$ cat src/rtl/mips_pkg.sv
// Shared pipeline encodings: writeback source select and load size.
// Pure type/constant package; no logic, no latency, no flow control.
package mips_pkg;

    typedef enum logic [1:0] {
        WB_SEL_ALU  = 2'b00,
        WB_SEL_MEM  = 2'b01,
        WB_SEL_LINK = 2'b10,
        WB_SEL_RSVD = 2'b11
    } wb_sel_t;

    // Encoding 11 is treated as a word access.
    typedef enum logic [1:0] {
        LD_WORD   = 2'b00,
        LD_HALF   = 2'b01,
        LD_BYTE   = 2'b10,
        LD_WORD_X = 2'b11
    } ld_size_t;

endpackage

$ cat src/rtl/mem_wb_stage_load_align.sv
// Big-endian load lane select with sign/zero extension for word, half and byte loads.
// Purely combinational (zero latency); no flow control.
module load_align
    import mips_pkg::*;
#(
    parameter int DATA_W = 32
) (
    input  logic [DATA_W-1:0] rdata,
    input  logic [1:0]        off,
    input  ld_size_t          size,
    input  logic              is_unsigned,
    output logic [DATA_W-1:0] ext_data
);

    logic [15:0] half_sel;
    logic [7:0]  byte_sel;

    // Lane 0 is the most significant byte; a half ignores the low offset bit.
    always_comb begin
        half_sel = off[1] ? rdata[15:0] : rdata[31:16];
        case (off)
            2'd0:    byte_sel = rdata[31:24];
            2'd1:    byte_sel = rdata[23:16];
            2'd2:    byte_sel = rdata[15:8];
            default: byte_sel = rdata[7:0];
        endcase
    end

    always_comb begin
        ext_data = rdata;
        case (size)
            LD_HALF: ext_data = {{(DATA_W-16){~is_unsigned & half_sel[15]}}, half_sel};
            LD_BYTE: ext_data = {{(DATA_W-8){~is_unsigned & byte_sel[7]}}, byte_sel};
            default: ext_data = rdata;
        endcase
    end

endmodule

$ cat src/rtl/mem_wb_stage.sv
// MEM/WB register bank, writeback source mux and retire counter; one cycle m_* to outputs.
// No handshake: stall holds the bank, flush inserts a bubble and wins over stall.
module mem_wb_stage
    import mips_pkg::*;
#(
    parameter int DATA_W = 32,
    parameter int REG_AW = 5,
    parameter int CNT_W  = 32
) (
    input  logic              clk,
    input  logic              rst,
    input  logic              stall,
    input  logic              flush,
    input  logic              m_valid,
    input  logic              m_reg_write,
    input  logic [REG_AW-1:0] m_rd,
    input  logic [1:0]        m_wb_sel,
    input  logic [1:0]        m_load_size,
    input  logic              m_load_unsigned,
    input  logic [DATA_W-1:0] m_alu_result,
    input  logic [DATA_W-1:0] m_mem_rdata,
    input  logic [DATA_W-1:0] m_pc_plus8,
    output logic              wb_valid,
    output logic              reg_write,
    output logic [REG_AW-1:0] rd,
    output logic [DATA_W-1:0] write_data,
    output logic [CNT_W-1:0]  retire_count
);

    logic              valid_q;
    logic              reg_write_q;
    logic [REG_AW-1:0] rd_q;
    wb_sel_t           wb_sel_q;
    ld_size_t          size_q;
    logic              unsigned_q;
    logic [DATA_W-1:0] alu_q;
    logic [DATA_W-1:0] rdata_q;
    logic [DATA_W-1:0] pc8_q;
    logic [CNT_W-1:0]  retire_q;
    logic [DATA_W-1:0] load_data;

    always_ff @(posedge clk or posedge rst) begin
        if (rst) begin
            valid_q     <= 1'b0;
            reg_write_q <= 1'b0;
            rd_q        <= '0;
            wb_sel_q    <= WB_SEL_ALU;
            size_q      <= LD_WORD;
            unsigned_q  <= 1'b0;
            alu_q       <= '0;
            rdata_q     <= '0;
            pc8_q       <= '0;
            retire_q    <= '0;
        end else begin
            // The outgoing instruction retires unless it is being held; a flush
            // combined with a stall discards it instead.
            if (valid_q && !stall) begin
                retire_q <= retire_q + CNT_W'(1);
            end
            if (flush) begin
                valid_q     <= 1'b0;
                reg_write_q <= 1'b0;
                rd_q        <= '0;
                wb_sel_q    <= WB_SEL_ALU;
                size_q      <= LD_WORD;
                unsigned_q  <= 1'b0;
                alu_q       <= '0;
                rdata_q     <= '0;
                pc8_q       <= '0;
            end else if (!stall) begin
                valid_q     <= m_valid;
                reg_write_q <= m_reg_write;
                rd_q        <= m_rd;
                wb_sel_q    <= wb_sel_t'(m_wb_sel);
                size_q      <= ld_size_t'(m_load_size);
                unsigned_q  <= m_load_unsigned;
                alu_q       <= m_alu_result;
                rdata_q     <= m_mem_rdata;
                pc8_q       <= m_pc_plus8;
            end
        end
    end

    load_align #(
        .DATA_W(DATA_W)
    ) u_load_align (
        .rdata      (rdata_q),
        .off        (alu_q[1:0]),
        .size       (size_q),
        .is_unsigned(unsigned_q),
        .ext_data   (load_data)
    );

    always_comb begin
        write_data = '0;
        case (wb_sel_q)
            WB_SEL_ALU:  write_data = alu_q;
            WB_SEL_MEM:  write_data = load_data;
            WB_SEL_LINK: write_data = pc8_q;
            default:     write_data = '0;
        endcase
    end

    // A stalled instruction keeps its write enable; rewriting the same value is harmless.
    assign reg_write    = valid_q & reg_write_q & (rd_q != '0) & (wb_sel_q != WB_SEL_RSVD);
    assign wb_valid     = valid_q;
    assign rd           = rd_q;
    assign retire_count = retire_q;

endmodule

$ cat config.mk
export PLATFORM = sky130hd
export DESIGN_NAME = mem_wb_stage
export DESIGN_NICKNAME = d
export VERILOG_FILES = /design/src/rtl/mips_pkg.sv /design/src/rtl/mem_wb_stage_load_align.sv /design/src/rtl/mem_wb_stage.sv
export SDC_FILE = /design/constraint.sdc
export NUM_CORES = 1
export LEC_CHECK = 0
export CORE_MARGIN = 2
export CORE_UTILIZATION = 40
export DETAILED_ROUTE_END_ITERATION = 10
export PLACE_DENSITY = 0.68
export SETUP_SLACK_MARGIN = 0.05
export SLEW_MARGIN = 25
export SYNTH_ARGS = -nofsm -noshare
export SYNTH_HDL_FRONTEND = slang
export SYNTH_SLANG_ARGS = --single-unit
$ cat constraint.sdc
create_clock -name clk -period 6.6 [get_ports clk]
set_input_delay 1.32 -clock clk [delete_from_list [all_inputs] [get_ports clk]]
set_output_delay 1.32 -clock clk [all_outputs]
set_load 0.01 [all_outputs]
==> flow_summary_export.csv <==
group,metric,value,unit
setup_path,criticalPathCategory,"reg2out",
clocking,cts_sinks,140,
synthesis,synthTopCellsByArea,"dfrtp_1 50%, mux2i_1 20%, nor2_1 6.9%",
routing,drtIter0Drc,381,
layout,antenna-diode-count,0,
layout,n_fill_cell,1538,
min_path,min_to,"retire_count[9]",
global_route,grt_max_degree,109,
routing,routed_wl,20100,µm
global_route,antenna_found_initial,0,
layout,regArea,3510,µm²
min_path,hp-start,"retire_count[9]",
layout,final_layout_size_suffix_gt1_share,6.57,%
power_and_ir_drop,peakVddDrop,182,µV
sta,slew-limit-headroom,40.0,%
synthesis,ys_types,43,
power_and_ir_drop,powerDensity,237,nW/µm²
synthesis,avgSynthCellArea,10.7,µm²
synthesis,ys_ff_latch,140,
floorplan,coreArea,17200,µm²
layout,syn_to_final_growth,36.5,%
synthesis,ys_top_cells_by_count,"140 x dfrtp_1, 140 x mux2i_1, 129 x nor2_1",
clocking,clk_latency,0.42,ns
sta,drv_slew,0,
setup_path,rrSetupSlack,4.61,ns
layout,multi_input_area,3270,µm²
synthesis,synth_top_area_share,50.2,%
run,maxCapViolCount,0,
global_route,gr-total-overflow,0,
setup_path,cp-end-kind,"output port",
setup_path,critPathRequiredTime,5.28,ns
sta,tightest_slew,0.900,ns
clocking,cts.clk_slew.worst_paths,0.06,ns
setup_path,crit_fanout,18,
clocking,cts_htree_levels,4,
floorplan,ios,183,
floorplan,initial_core_util,40.6,%
sta,rsz0062_at_grt,"false",
global_route,grt_pass1_vias,5638,
setup_path,r2r_end,"retire_count[16]",
sta,finalCritPeriodShare,69.2,%
global_route,grt_pass1_wl,30800,µm
setup_path,r2r_start,"retire_count[0]",
status,status,"completed",
layout,finish.utilization,55.4,%
synthesis,synth_fp_nets,764,
clocking,cts_resized,0,
sta,finClkSkew,0.0104,ns
sta,fmax,219,MHz
clocking,root_buffer,"clkbuf_16",
clocking,clk_path_buf_depth,2,
global_route,grt_usage,21.9,%
clocking,cts_buffers,17,
setup_path,crit_arrival,3.24,ns
setup_path,critPathLaunchType,"register",
placed_design,port_buffers,182,
sta,finalHoldViolations,0,
synthesis,synth_flop_cell,"dfrtp_1",
synthesis,synth_top_cell_by_area,"dfrtp_1",
synthesis,syn_area,6980,µm²
synthesis,synth_edf_count,0,
sta,setup_viol,0,
synthesis,yosys_warnings,0,
power_and_ir_drop,leakage,4.25,nW
clocking,hold_buffers,0,
sta,setup-tns-final,0,ns
min_path,holdPathStages,1,
synthesis,ys_seq_area_share,50.2,%
layout,nets,924,
clocking,cts_setup_buffers,0,
floorplan,rows,48,
synthesis,synthArstFlopShare,100,%
setup_path,reg2regPathDepth,5,
routing,wl_per_cell,19.2,µm
floorplan,die_y,136,µm
synthesis,syn-instance-count,649,
placed_design,routabilityCongestion,0.892,
min_path,hp-class,"reg2reg",
routing,drc,0,
clocking,cts_tree,"yes",
floorplan,die_area,18500,µm²
routing,first_pass_iters,5,
sta,min_period,4.56,ns
placed_design,dp_hpwl,14400,µm
routing,viasPerCell,5.38,
routing,ant_nets,0,
routing,vias,5636,
floorplan,die_w,136,µm
==> worst max-delay path: stages (launching register included) <==
cell and delay [ns]:
dfrtp_1 0.37, inv_1 0.05, ha_1 0.54, clkinv_1 0.32, nor2_2 0.66, nand2_1 0.17, o211ai_1 0.13, clkdlybuf4s50_1 0.57
==> area by class of cell <==
type                    instances  share of cell area, %
clock inverters                13                   1.46
inverters                       5                  0.250
clock buffers                  19                   4.65
multi-input cells             460                   34.3
well taps                     225                   2.96
repair buffers                185                   19.5
flip-flops and latches        140                   36.8
==> sequential cells by signal (all words and copies together), names as in the netlist <==
| signal | cells |
|---|---|
| retire_count | 32 |
| rdata_q | 32 |
| pc8_q | 32 |
| unsigned_q | 1 |
| alu_q | 32 |
| wb_valid | 1 |
| wb_sel_q | 2 |
| rd | 5 |
| size_q | 2 |
| reg_write_q | 1 |
==> routing by layer <==
metal	GRT usage [%]	part of all wire (%)	vias up
met2	36.0	50	151
li1	-	-	2617
met3	3.28	4.4	28
met1	29.3	43	2840
met4	8.33	2.5	0
met5	0	0	-
==> logic make-up (layout without fill, tap and decap cells) <==
kind of cell	count (synthesis)	in the layout	share of synthesized area, %
compound gates	64	64	6.92
xor+xnor	31	31	3.89
fa+ha+maj	3	3	0.538
buf+inv	49	222	3.01
flops	140	140	50.2
mux	150	150	21.9
simple gates	212	212	13.5
==> through the flow <==
stage               instances  setup WS [ns]  total power [mW]  cell area, µm²  hold WS (ns)
floorplan                 649           1.53              1.14            6980         0.489
global placement         1014           2.29              1.31            8910         0.477
detailed placement       1014           2.02              1.32            8910         0.493
CTS                      1046           1.57              2.27            9490         0.505
global route             1047           1.86              2.34            9520         0.521
finish                   1047           2.04              2.25            9520         0.505
==> layout by cell type, fill, tap and decap left out, drive strengths merged, types with 2 or more instances in the layout <==
master,synthesis,final
a2111o,3,3
a211oi,5,5
a21oi,3,3
a221o,6,6
a22oi,6,6
and3,8,8
and4,4,4
buf,18,5
bufinv,0,2
clkbuf,26,19
clkdlybuf4s50,0,180
clkinv,1,7
clkinvlp,0,2
dfrtp,140,140
ha,3,3
inv,4,7
mux2,9,9
mux2i,140,140
nand2,27,27
nand3,12,12
nand4,14,14
nor2,129,129
nor2b,3,3
nor3,5,5
nor3b,2,2
nor4,2,2
o211ai,16,16
o21ai,8,8
o22ai,7,7
o2bb2ai,6,6
xnor2,26,26
xor2,5,5
==> power breakdown <==
group	internal (mW)	switching, mW	leakage (nW)
registers	0.907	0.0589	1.87
clock network	0.568	0.379	0.284
logic	0.188	0.153	2.10
==> how the worst max path moves through the flow <==
stage / start / end / slack (ns) / cells past startpoint
6_report: size_q[0] / write_data[29] / 2.04 / 7
3_5_place_dp: wb_sel_q[0] / write_data[29] / 2.02 / 5
5_1_grt: size_q[0] / write_data[29] / 1.86 / 7
3_3_place_gp: wb_sel_q[0] / write_data[9] / 2.29 / 4
2_1_floorplan: rst / alu_q[0] / 1.53 / 1
4_1_cts: wb_sel_q[0] / write_data[29] / 1.57 / 5
Power figures use the tool's default switching activity.
